`src/rtl/input_entry.sv`:
```
`default_nettype none
// +------------------------------------------------------------------+
// | input_entry: debounced four-digit BCD entry from switches/buttons |
// | Rev 1.0                                                          |
// +------------------------------------------------------------------+
module input_entry #(
  parameter int DB_CYCLES = 500000,
  parameter int DB_W      = 20
) (
  input  logic        clk,
  input  logic        rst,
  input  logic        enable,
  input  logic [3:0]  sw,
  input  logic        btnEnter,
  input  logic        btnClear,
  output logic [15:0] userInput,
  output logic        inputReady,
  output logic [2:0]  digitCount,
  output logic        badDigit
);

  localparam logic [DB_W-1:0] c_db_last = DB_W'(DB_CYCLES - 1);

  typedef enum logic [1:0] {
    S_IDLE  = 2'd0,
    S_ENTRY = 2'd1,
    S_DONE  = 2'd2
  } state_t;

  logic [1:0] w_raw;
  logic [1:0] w_pulse;
  logic       w_enter_p;
  logic       w_clear_p;

  assign w_raw = {btnClear, btnEnter};

  generate
    for (genvar gi = 0; gi < 2; gi++) begin : g_btn
      logic            r_s1;
      logic            r_s2;
      logic            r_db;
      logic            r_pulse;
      logic [DB_W-1:0] r_cnt;

      // Pulse is raised in the same cycle the debounced level rises.
      always_ff @(posedge clk or negedge rst) begin
        if (!rst) begin
          r_s1    <= 1'b0;
          r_s2    <= 1'b0;
          r_db    <= 1'b0;
          r_pulse <= 1'b0;
          r_cnt   <= '0;
        end else begin
          r_s1    <= w_raw[gi];
          r_s2    <= r_s1;
          r_pulse <= 1'b0;
          if (r_s2 == r_db) begin
            r_cnt <= '0;
          end else if (r_cnt == c_db_last) begin
            r_db    <= r_s2;
            r_pulse <= r_s2;
            r_cnt   <= '0;
          end else begin
            r_cnt <= r_cnt + 1'b1;
          end
        end
      end

      assign w_pulse[gi] = r_pulse;
    end
  endgenerate

  assign w_enter_p = w_pulse[0];
  assign w_clear_p = w_pulse[1];

  state_t      r_state;
  logic [15:0] r_user;
  logic [2:0]  r_count;
  logic        r_ready;
  logic        r_bad;

  always_ff @(posedge clk or negedge rst) begin
    if (!rst) begin
      r_state <= S_IDLE;
      r_user  <= 16'h0000;
      r_count <= 3'd0;
      r_ready <= 1'b0;
      r_bad   <= 1'b0;
    end else begin
      r_bad <= 1'b0;
      // Dropping enable keeps the digits readable but withdraws ready.
      if (!enable) begin
        r_state <= S_IDLE;
        r_ready <= 1'b0;
      end else begin
        case (r_state)
          S_IDLE: begin
            r_state <= S_ENTRY;
            r_user  <= 16'h0000;
            r_count <= 3'd0;
            r_ready <= 1'b0;
          end
          S_ENTRY: begin
            if (w_clear_p) begin
              r_user  <= 16'h0000;
              r_count <= 3'd0;
              r_ready <= 1'b0;
            end else if (w_enter_p && (r_count < 3'd4)) begin
              if (sw <= 4'd9) begin
                r_user  <= {r_user[11:0], sw};
                r_count <= r_count + 3'd1;
                if (r_count == 3'd3) begin
                  r_state <= S_DONE;
                  r_ready <= 1'b1;
                end
              end else begin
                r_bad <= 1'b1;
              end
            end
          end
          S_DONE: begin
            if (w_clear_p) begin
              r_state <= S_ENTRY;
              r_user  <= 16'h0000;
              r_count <= 3'd0;
              r_ready <= 1'b0;
            end
          end
          default: begin
            r_state <= S_IDLE;
            r_ready <= 1'b0;
          end
        endcase
      end
    end
  end

  assign userInput  = r_user;
  assign digitCount = r_count;
  assign inputReady = r_ready;
  assign badDigit   = r_bad;

endmodule
`default_nettype wire

```
`config.mk`:
```
export PLATFORM = sky130hd
export DESIGN_NAME = input_entry
export DESIGN_NICKNAME = d
export VERILOG_FILES = /design/src/rtl/input_entry.sv
export SDC_FILE = /design/constraint.sdc
export NUM_CORES = 1
export LEC_CHECK = 0
export CORE_ASPECT_RATIO = 0.9
export CORE_UTILIZATION = 35
export CTS_BUF_LIST = sky130_fd_sc_hd__clkbuf_4 sky130_fd_sc_hd__clkbuf_8 sky130_fd_sc_hd__clkbuf_16
export DETAILED_ROUTE_END_ITERATION = 16
export GPL_ROUTABILITY_DRIVEN = 0
export PLACE_DENSITY_LB_ADDON = 0.05
export SYNTH_ARGS = -nofsm -noshare
export SYNTH_HDL_FRONTEND = slang
export SYNTH_SLANG_ARGS = --single-unit
```
`constraint.sdc`:
```
create_clock -name clk -period 3.1 [get_ports clk]
set_input_delay 0.465 -clock clk [delete_from_list [all_inputs] [get_ports clk]]
set_output_delay 0.465 -clock clk [all_outputs]
set_load 0.005 [all_outputs]
```
==> results of run 1 <==
## stage by stage
stage | hold slack, ps | area, um2 | std cells | power (W)
floorplan | 169 | 3210 | 298 | 0.000987
global placement | 332 | 3660 | 444 | 0.00103
detailed placement | 342 | 3660 | 444 | 0.00103
CTS | 277 | 3900 | 460 | 0.00195
global route | 314 | 3900 | 460 | 0.00199
finish | 217 | 3900 | 460 | 0.00192
## per-layer routing
layer | track usage | share of wire | vias up | wire, um
li1 | - | - | 1177 | -
met1 | 0.234 | 0.54 | 1170 | 3640
met2 | 0.207 | 0.40 | 35 | 2690
met3 | 0.0506 | 0.042 | 10 | 282
met4 | 0.0387 | 0.011 | 0 | 71
met5 | 0 | 0 | - | 0
## layout by cell type, fill, tap and decap left out, types with 8 or more instances in the layout
cell	Yosys	routed
a21oi_1	13	13
a22o_1	17	17
clkbuf_8	0	10
clkdlybuf4s50_1	0	28
dfrtp_1	71	71
inv_1	12	12
nand2_1	15	15
nand3_1	12	12
nand4_1	13	13
nor2_1	33	33
nor4_1	11	11
or4_1	9	9
xnor2_1	17	17
xor2_1	8	8
## critical path, stage by stage (launching register included)
cell     delay (ps)
dfrtp_1         410
ha_1            260
nand4_2         210
or4_1           630
or4_1           410
a21oi_1         150
## power groups by stage
stage	clock [W]	combinational [W]	sequential (W)
finish	0.000911	0.0000654	0.000945
global placement	0	0.0000672	0.000962
floorplan	0	0.0000261	0.000961
global route	0.000968	0.0000755	0.000946
detailed placement	0	0.0000679	0.000962
CTS	0.000937	0.0000681	0.000944
## registers in the layout, indices dropped and copies added (netlist names)
name	count
r_state	2
digitCount	3
g_btn.r_cnt	40
g_btn.r_pulse	2
g_btn.r_db	2
userInput	16
badDigit	1
inputReady	1
g_btn.r_s1	2
g_btn.r_s2	2
## cells by family after synthesis
group / Yosys count
AO/OA/AOI/OAI: 51
adder cells (fa/ha/maj): 4
buffers and inverters: 19
XOR/XNOR: 25
flip-flops: 71
multiplexers: 5
AND/OR/NAND/NOR: 123
## worst paths after layout
kind / from / endpoint / slack (ps) / cells past startpoint
worst max-delay path: g_btn[0].r_cnt[0] / g_btn[0].r_cnt[18] / 970 / 5
worst min-delay path: rst / userInput[13] / 220 / 1
worst max register to register: g_btn[0].r_cnt[0] / g_btn[0].r_cnt[18] / 970 / 5
worst min register to register: g_btn[0].r_s1 / g_btn[0].r_s2 / 360 / 0
max in group asynchronous: rst / g_btn[0].r_cnt[6] / 2280 / 1
min in group clk: g_btn[0].r_s1 / g_btn[0].r_s2 / 360 / 0
## area by class of cell
cell class	count	area, um2
Clock buffer	10	138
Clock inverter	6	108
Fill cell	862	4830
Inverter	12	45.0
Multi-Input combinational cell	208	1360
Sequential cell	71	1780
Tap cell	119	149
Timing Repair Buffer	34	325
==> impl_results.md, run 1 <==
* Port Buffers at 29
* Syn_area_per_cell at 10.8 um2
* Vias in the first global route at 2223
* Core area at 8730 um2
* Row cnt at 32
* CP Max Fanout at 6
* Lkg Pwr at 1.59 nW
* Number of synthesized register bits at 71
* Outcome: completed
* Antenna violation net count after detailed routing at 0
* Sw frac at 0.213
* Overall global routing resource usage at 0.154
* Setup Buffers After CTS at 0
* Fin crit period at 2130 ps
* Share of cells above drive strength 1 at 0.0909
* Pint at 0.00151 W
* CTS tree: yes
* Largest family of logic cells by synthesized area: simple AND/OR/NAND/NOR gates
* Syn-to-layout area delta at 21.5%
* WL/cell at 14.5 um
* GR Overflow Total at 0
* Largest net degree at the start of global routing at 72
* Die width at 103 um
* Final #Nets at 349
* Pre-antenna DRT Iters at 4
* RSZ-0062 raised after global routing: false
* Htree depth at 3
* Die height at 92.9 um
* Psw at 0.000409 W
* Bufs on Longest Clock Path at 2
* Post-DP HPWL at 4.45 mm
* Setup crit start kind: flip-flop
* Final Hold Vio Count at 0
* Worst-path clk slew at 70 ps
* First-pass GRT wire length at 11.3 mm
* Setup ws final at 971 ps
* Synth warnings at 0
* Hold Path Class: in2async
* Combinational power share at 0.034
* Routed vias at 2392
* Num CTS Buffers at 9
* Asr flop ratio synth at 1.00
* Clock share of power at 0.474
* Worst Skew at 8.70 ps
* Syn Nets at 311
* PD cells at 492 nW/um2
* Initial antenna violation count at 0
* Max_cap viols at 0
* Synth Flop Type: dfrtp_1
* Max_slew headroom at 0.400
* Number of remaining DRC errors at 0
* Sequential Power Share at 0.492
* Top cell type's share of synthesized area at 0.553
* Worst path required time at 3370 ps
* Sink Count at 71
* Adder-cell area share of the yosys netlist at 0.0156
* Final setup violation count at 0
* Slew Viols, Final at 0
* Post-synthesis sequential area ratio at 0.553
* CP Class: reg2reg
* Commonest cells post-synth: 71 x dfrtp_1, 33 x nor2_1, 17 x a22o_1, 17 x xnor2_1, 15 x nand2_1
* Pre-CTS worst setup slack at 697 ps
* 1st-iter DRT viols at 80
* Hold bufs inserted after CTS at 0
* CP arrival at 2400 ps
* ANT cells at 0
* Count leader, synth: dfrtp_1
* Clk root buf: clkbuf_8
* Synthesized area at 3210 um2
* Post-Synthesis Cells at 298
* Util after Layout at 0.447
* Area leader, netlist: dfrtp_1
* Clk_lat worst skew at 350 ps
* Post-Synth XOR/XNOR Area at 0.0682
* Resize count post-CTS at 0
* Post-Synth Simple-Gate Area at 0.208
* Max VDD drop at 0.250 mV
* Die ar. at 9560 um2
* Top Ports at 30
* Crit end category: flip-flop
* Final setup TNS at 0 ps
* Number of flops mapped to enable cells by yosys at 0
* Crit share post-route at 0.687
* Initial Util at 0.368
* Worst slew pin tran at 900 ps
* Vias/cell at 5.20
* Mux contribution to synthesized area at 0.0168
* Fmax at 0.470 GHz
* Library cells used by synthesis at 40
* Synth Area in Compound Gates at 0.115
* Top post-synthesis cells by area: dfrtp_1 55%, a22o_1 4.6%, xnor2_1 4.6%
* Routed Wire Length at 6.68 mm
Note: power is estimated with default switching activity, not from simulation.
==> run 2: changes to the inputs <==
==> constraint.sdc (replaced) <==
create_clock -name clk -period 1.9 [get_ports clk]
set_input_delay 0.285 -clock clk [delete_from_list [all_inputs] [get_ports clk]]
set_output_delay 0.285 -clock clk [all_outputs]
set_load 0.005 [all_outputs]
==> run 2 against run 1 <==
Compared with the run above: via count up 3.1%; register-to-register slack worse by 930 ps; sequential share of layout area shrank 2.1 points; sequential power grew 63%; wire length increased by 4.3%; die area is the same; worst setup slack worse by 930 ps; clock skew is essentially flat; first-iteration DRC count shrank 1.3%; worst hold slack improved by 140 ps; final area is 4.8% higher; clock-buffer cell count fell by 1; highest routed layer unchanged.
==> impl_results.md, run 2 (synthesized netlist as in run 1, its figures left out) <==
* Max_slew headroom at 0.697 (was 0.400)
* Vias in the first global route at 2430 (was 2223)
* 1st-iter DRT viols at 79 (was 80)
* First-pass GRT wire length at 12.1 mm (was 11.3 mm)
* Largest net degree at the start of global routing at 42 (was 72)
* Core area at 8730 um2 (unchanged)
* Number of remaining DRC errors at 0 (unchanged)
* Crit path from: g_btn[0].r_cnt[1] (was g_btn[0].r_cnt[0])
* Die ar. at 9560 um2 (unchanged)
* Slew Viols, Final at 0 (unchanged)
* Antenna violation net count after detailed routing at 0 (unchanged)
* Top Ports at 30 (unchanged)
* Hold Path Class: reg2reg (was in2async)
* Final setup TNS at 0 ps (unchanged)
* Crit end category: flip-flop (unchanged)
* Fmax at 0.539 GHz (was 0.470 GHz)
* CP Class: reg2reg (unchanged)
* CP arrival at 2120 ps (was 2400 ps)
* CP delay by family, top: simple AND/OR/NAND/NOR gates (unchanged)
* Post-DP HPWL at 4.86 mm (was 4.45 mm)
* Crit share post-route at 0.976 (was 0.687)
* Cell Chain, Critical Path: ha_4, nand4_2, or4_1, or4_4, a21oi_2 (was ha_1, nand4_2, or4_1, or4_1, a21oi_1)
* Num CTS Buffers at 9 (unchanged)
* FF-to-FF Start: g_btn[0].r_cnt[1] (was g_btn[0].r_cnt[0])
* Placement Cell Area at 3860 um2 (was 3660 um2)
* Worst slew pin tran at 448 ps (was 900 ps)
* Max stage delay on crit path at 550 ps (was 630 ps)
* Fin crit period at 1850 ps (was 2130 ps)
* Max FFs per register at 40 (unchanged)
* Hold Slack at 354 ps (was 217 ps)
* Die width at 103 um (unchanged)
* RSZ-0062 raised after global routing: true (was false)
* PD cells at 697 nW/um2 (was 492 nW/um2)
* Worst-path clk slew at 80 ps (was 70 ps)
* Final Hold Vio Count at 0 (unchanged)
* Max_cap viols at 0 (unchanged)
* Outcome: completed (unchanged)
* Setup crit start kind: flip-flop (unchanged)
* Syn-to-layout area delta at 27.3% (was 21.5%)
* Buf/Inv on CP at 0 (unchanged)
* Routed vias at 2466 (was 2392)
* Commonest non-fill, non-tap cell in the layout: dfrtp_1 (unchanged)
* Routed Wire Length at 6.97 mm (was 6.68 mm)
* Hold_sp: g_btn[0].r_s1
* Worst Skew at 8.92 ps (was 8.70 ps)
* Largest Register: g_btn.r_cnt (unchanged)
* Clk_lat worst skew at 340 ps (was 350 ps)
* Htree depth at 3 (unchanged)
* Util after Layout at 0.469 (was 0.447)
* Setup Buffers After CTS at 0 (unchanged)
* Initial antenna violation count at 0 (unchanged)
* Overall global routing resource usage at 0.166 (was 0.154)
* Pre-antenna DRT Iters at 4 (unchanged)
* Port Buffers at 29 (unchanged)
* CTS tree: yes (unchanged)
* Most frequent cells in the layout: 70 x dfrtp_1, 33 x nor2_1, 28 x clkdlybuf4s50_1, 28 x buf_4 (was 71 x dfrtp_1, 33 x nor2_1, 28 x clkdlybuf4s50_1)
* WL/cell at 14.4 um (was 14.5 um)
* GR Overflow Total at 0 (unchanged)
* CP Max Fanout at 4 (was 6)
* PnR Total Power at 0.00285 W (was 0.00192 W)
* Max VDD drop at 0.334 mV (was 0.250 mV)
* Bufs on Longest Clock Path at 2 (unchanged)
* Design area at 4090 um2 (was 3900 um2)
* Sink Count at 71 (unchanged)
* Die height at 92.9 um (unchanged)
* ANT cells at 0 (unchanged)
* R2R Setup Slk at 50 ps (was 970 ps)
* Final #Nets at 374 (was 349)
* Final setup violation count at 0 (unchanged)
* Vias/cell at 5.10 (was 5.20)
* Initial Util at 0.368 (unchanged)
* Lkg Pwr at 1.69 nW (was 1.59 nW)
* Critical-path top delay cell: or4_1 (unchanged)
* Clk root buf: clkbuf_8 (unchanged)
* Row cnt at 32 (unchanged)
* Worst path required time at 2170 ps (was 3370 ps)
* Share of cells above drive strength 1 at 0.167 (was 0.0909)
run 2: changes by cell type in the layout (fill, tap and decap cells not counted), sizes merged:
cell         previous run  this run
inv                    12        13
bufinv                  3         1
clkbuf                 10         9
dlygate4sd3             0         1
clkinv                  2         3
buf                     6        30
run 2: metal layers:
layer | share of wire | track usage | vias up
li1 | - | - | 1222
met1 | 0.53 | 0.242 | 1195
met2 | 0.42 | 0.238 | 43
met3 | 0.042 | 0.0483 | 6
met4 | 0.0095 | 0.0458 | 0
met5 | 0 | 0 | -
run 2: timing repair:
| action | in CTS | in global routing |
|---|---|---|
| setup endpoints to repair | 0 | 8 |
| gates resized for setup | 0 | 7 |
| hold buffers | 1 | 0 |
| hold endpoints to repair | 30 | 0 |
run 2: worst paths after layout:
kind                                      endpoint  cells past startpoint
worst max-delay path            g_btn[0].r_cnt[18]                      5
worst min-delay path                 g_btn[0].r_s2                      0
worst max register to register  g_btn[0].r_cnt[18]                      5
worst min register to register       g_btn[0].r_s2                      0
max in group asynchronous        g_btn[0].r_cnt[5]                      3
min in group asynchronous            userInput[13]                      2
run 2: layout make-up:
type,count,area [um2]
Multi-Input combinational cell,208,1390
Inverter,12,45.0
Sequential cell,71,1780
Timing Repair Buffer,59,541
Tap cell,119,149
Clock inverter,6,61.3
Fill cell,882,4640
Clock buffer,9,124
run 2: per-stage QoR:
stage,instances,worst slack [ps]
2_1_floorplan,298,12.3
3_3_place_gp,468,27.5
4_1_cts,484,23.9
5_1_grt,484,-19.2
3_5_place_dp,468,21.2
6_report,484,46.1
run 2: report_power, final:
| group | switching (W) | internal, W | leakage [nW] | total (W) |
|---|---|---|---|---|
| Combinational | 0.0000751 | 0.0000576 | 0.618 | 0.000133 |
| Clock | 0.000581 | 0.000597 | 0.0953 | 0.00118 |
| Sequential | 0.0000163 | 0.00153 | 0.974 | 0.00154 |
| Total | 0.000673 | 0.00218 | 1.69 | 0.00285 |
==> run 3: changes to the inputs <==
--- a/config.mk
+++ b/config.mk
@@ -5,6 +5,7 @@
 export SDC_FILE = /design/constraint.sdc
 export NUM_CORES = 1
 export LEC_CHECK = 0
+export CAP_MARGIN = 20
 export CORE_ASPECT_RATIO = 0.9
 export CORE_UTILIZATION = 35
 export CTS_BUF_LIST = sky130_fd_sc_hd__clkbuf_4 sky130_fd_sc_hd__clkbuf_8 sky130_fd_sc_hd__clkbuf_16
==> results of run 3 <==
Final layout, timing and power as in run 2 (identical DEF).
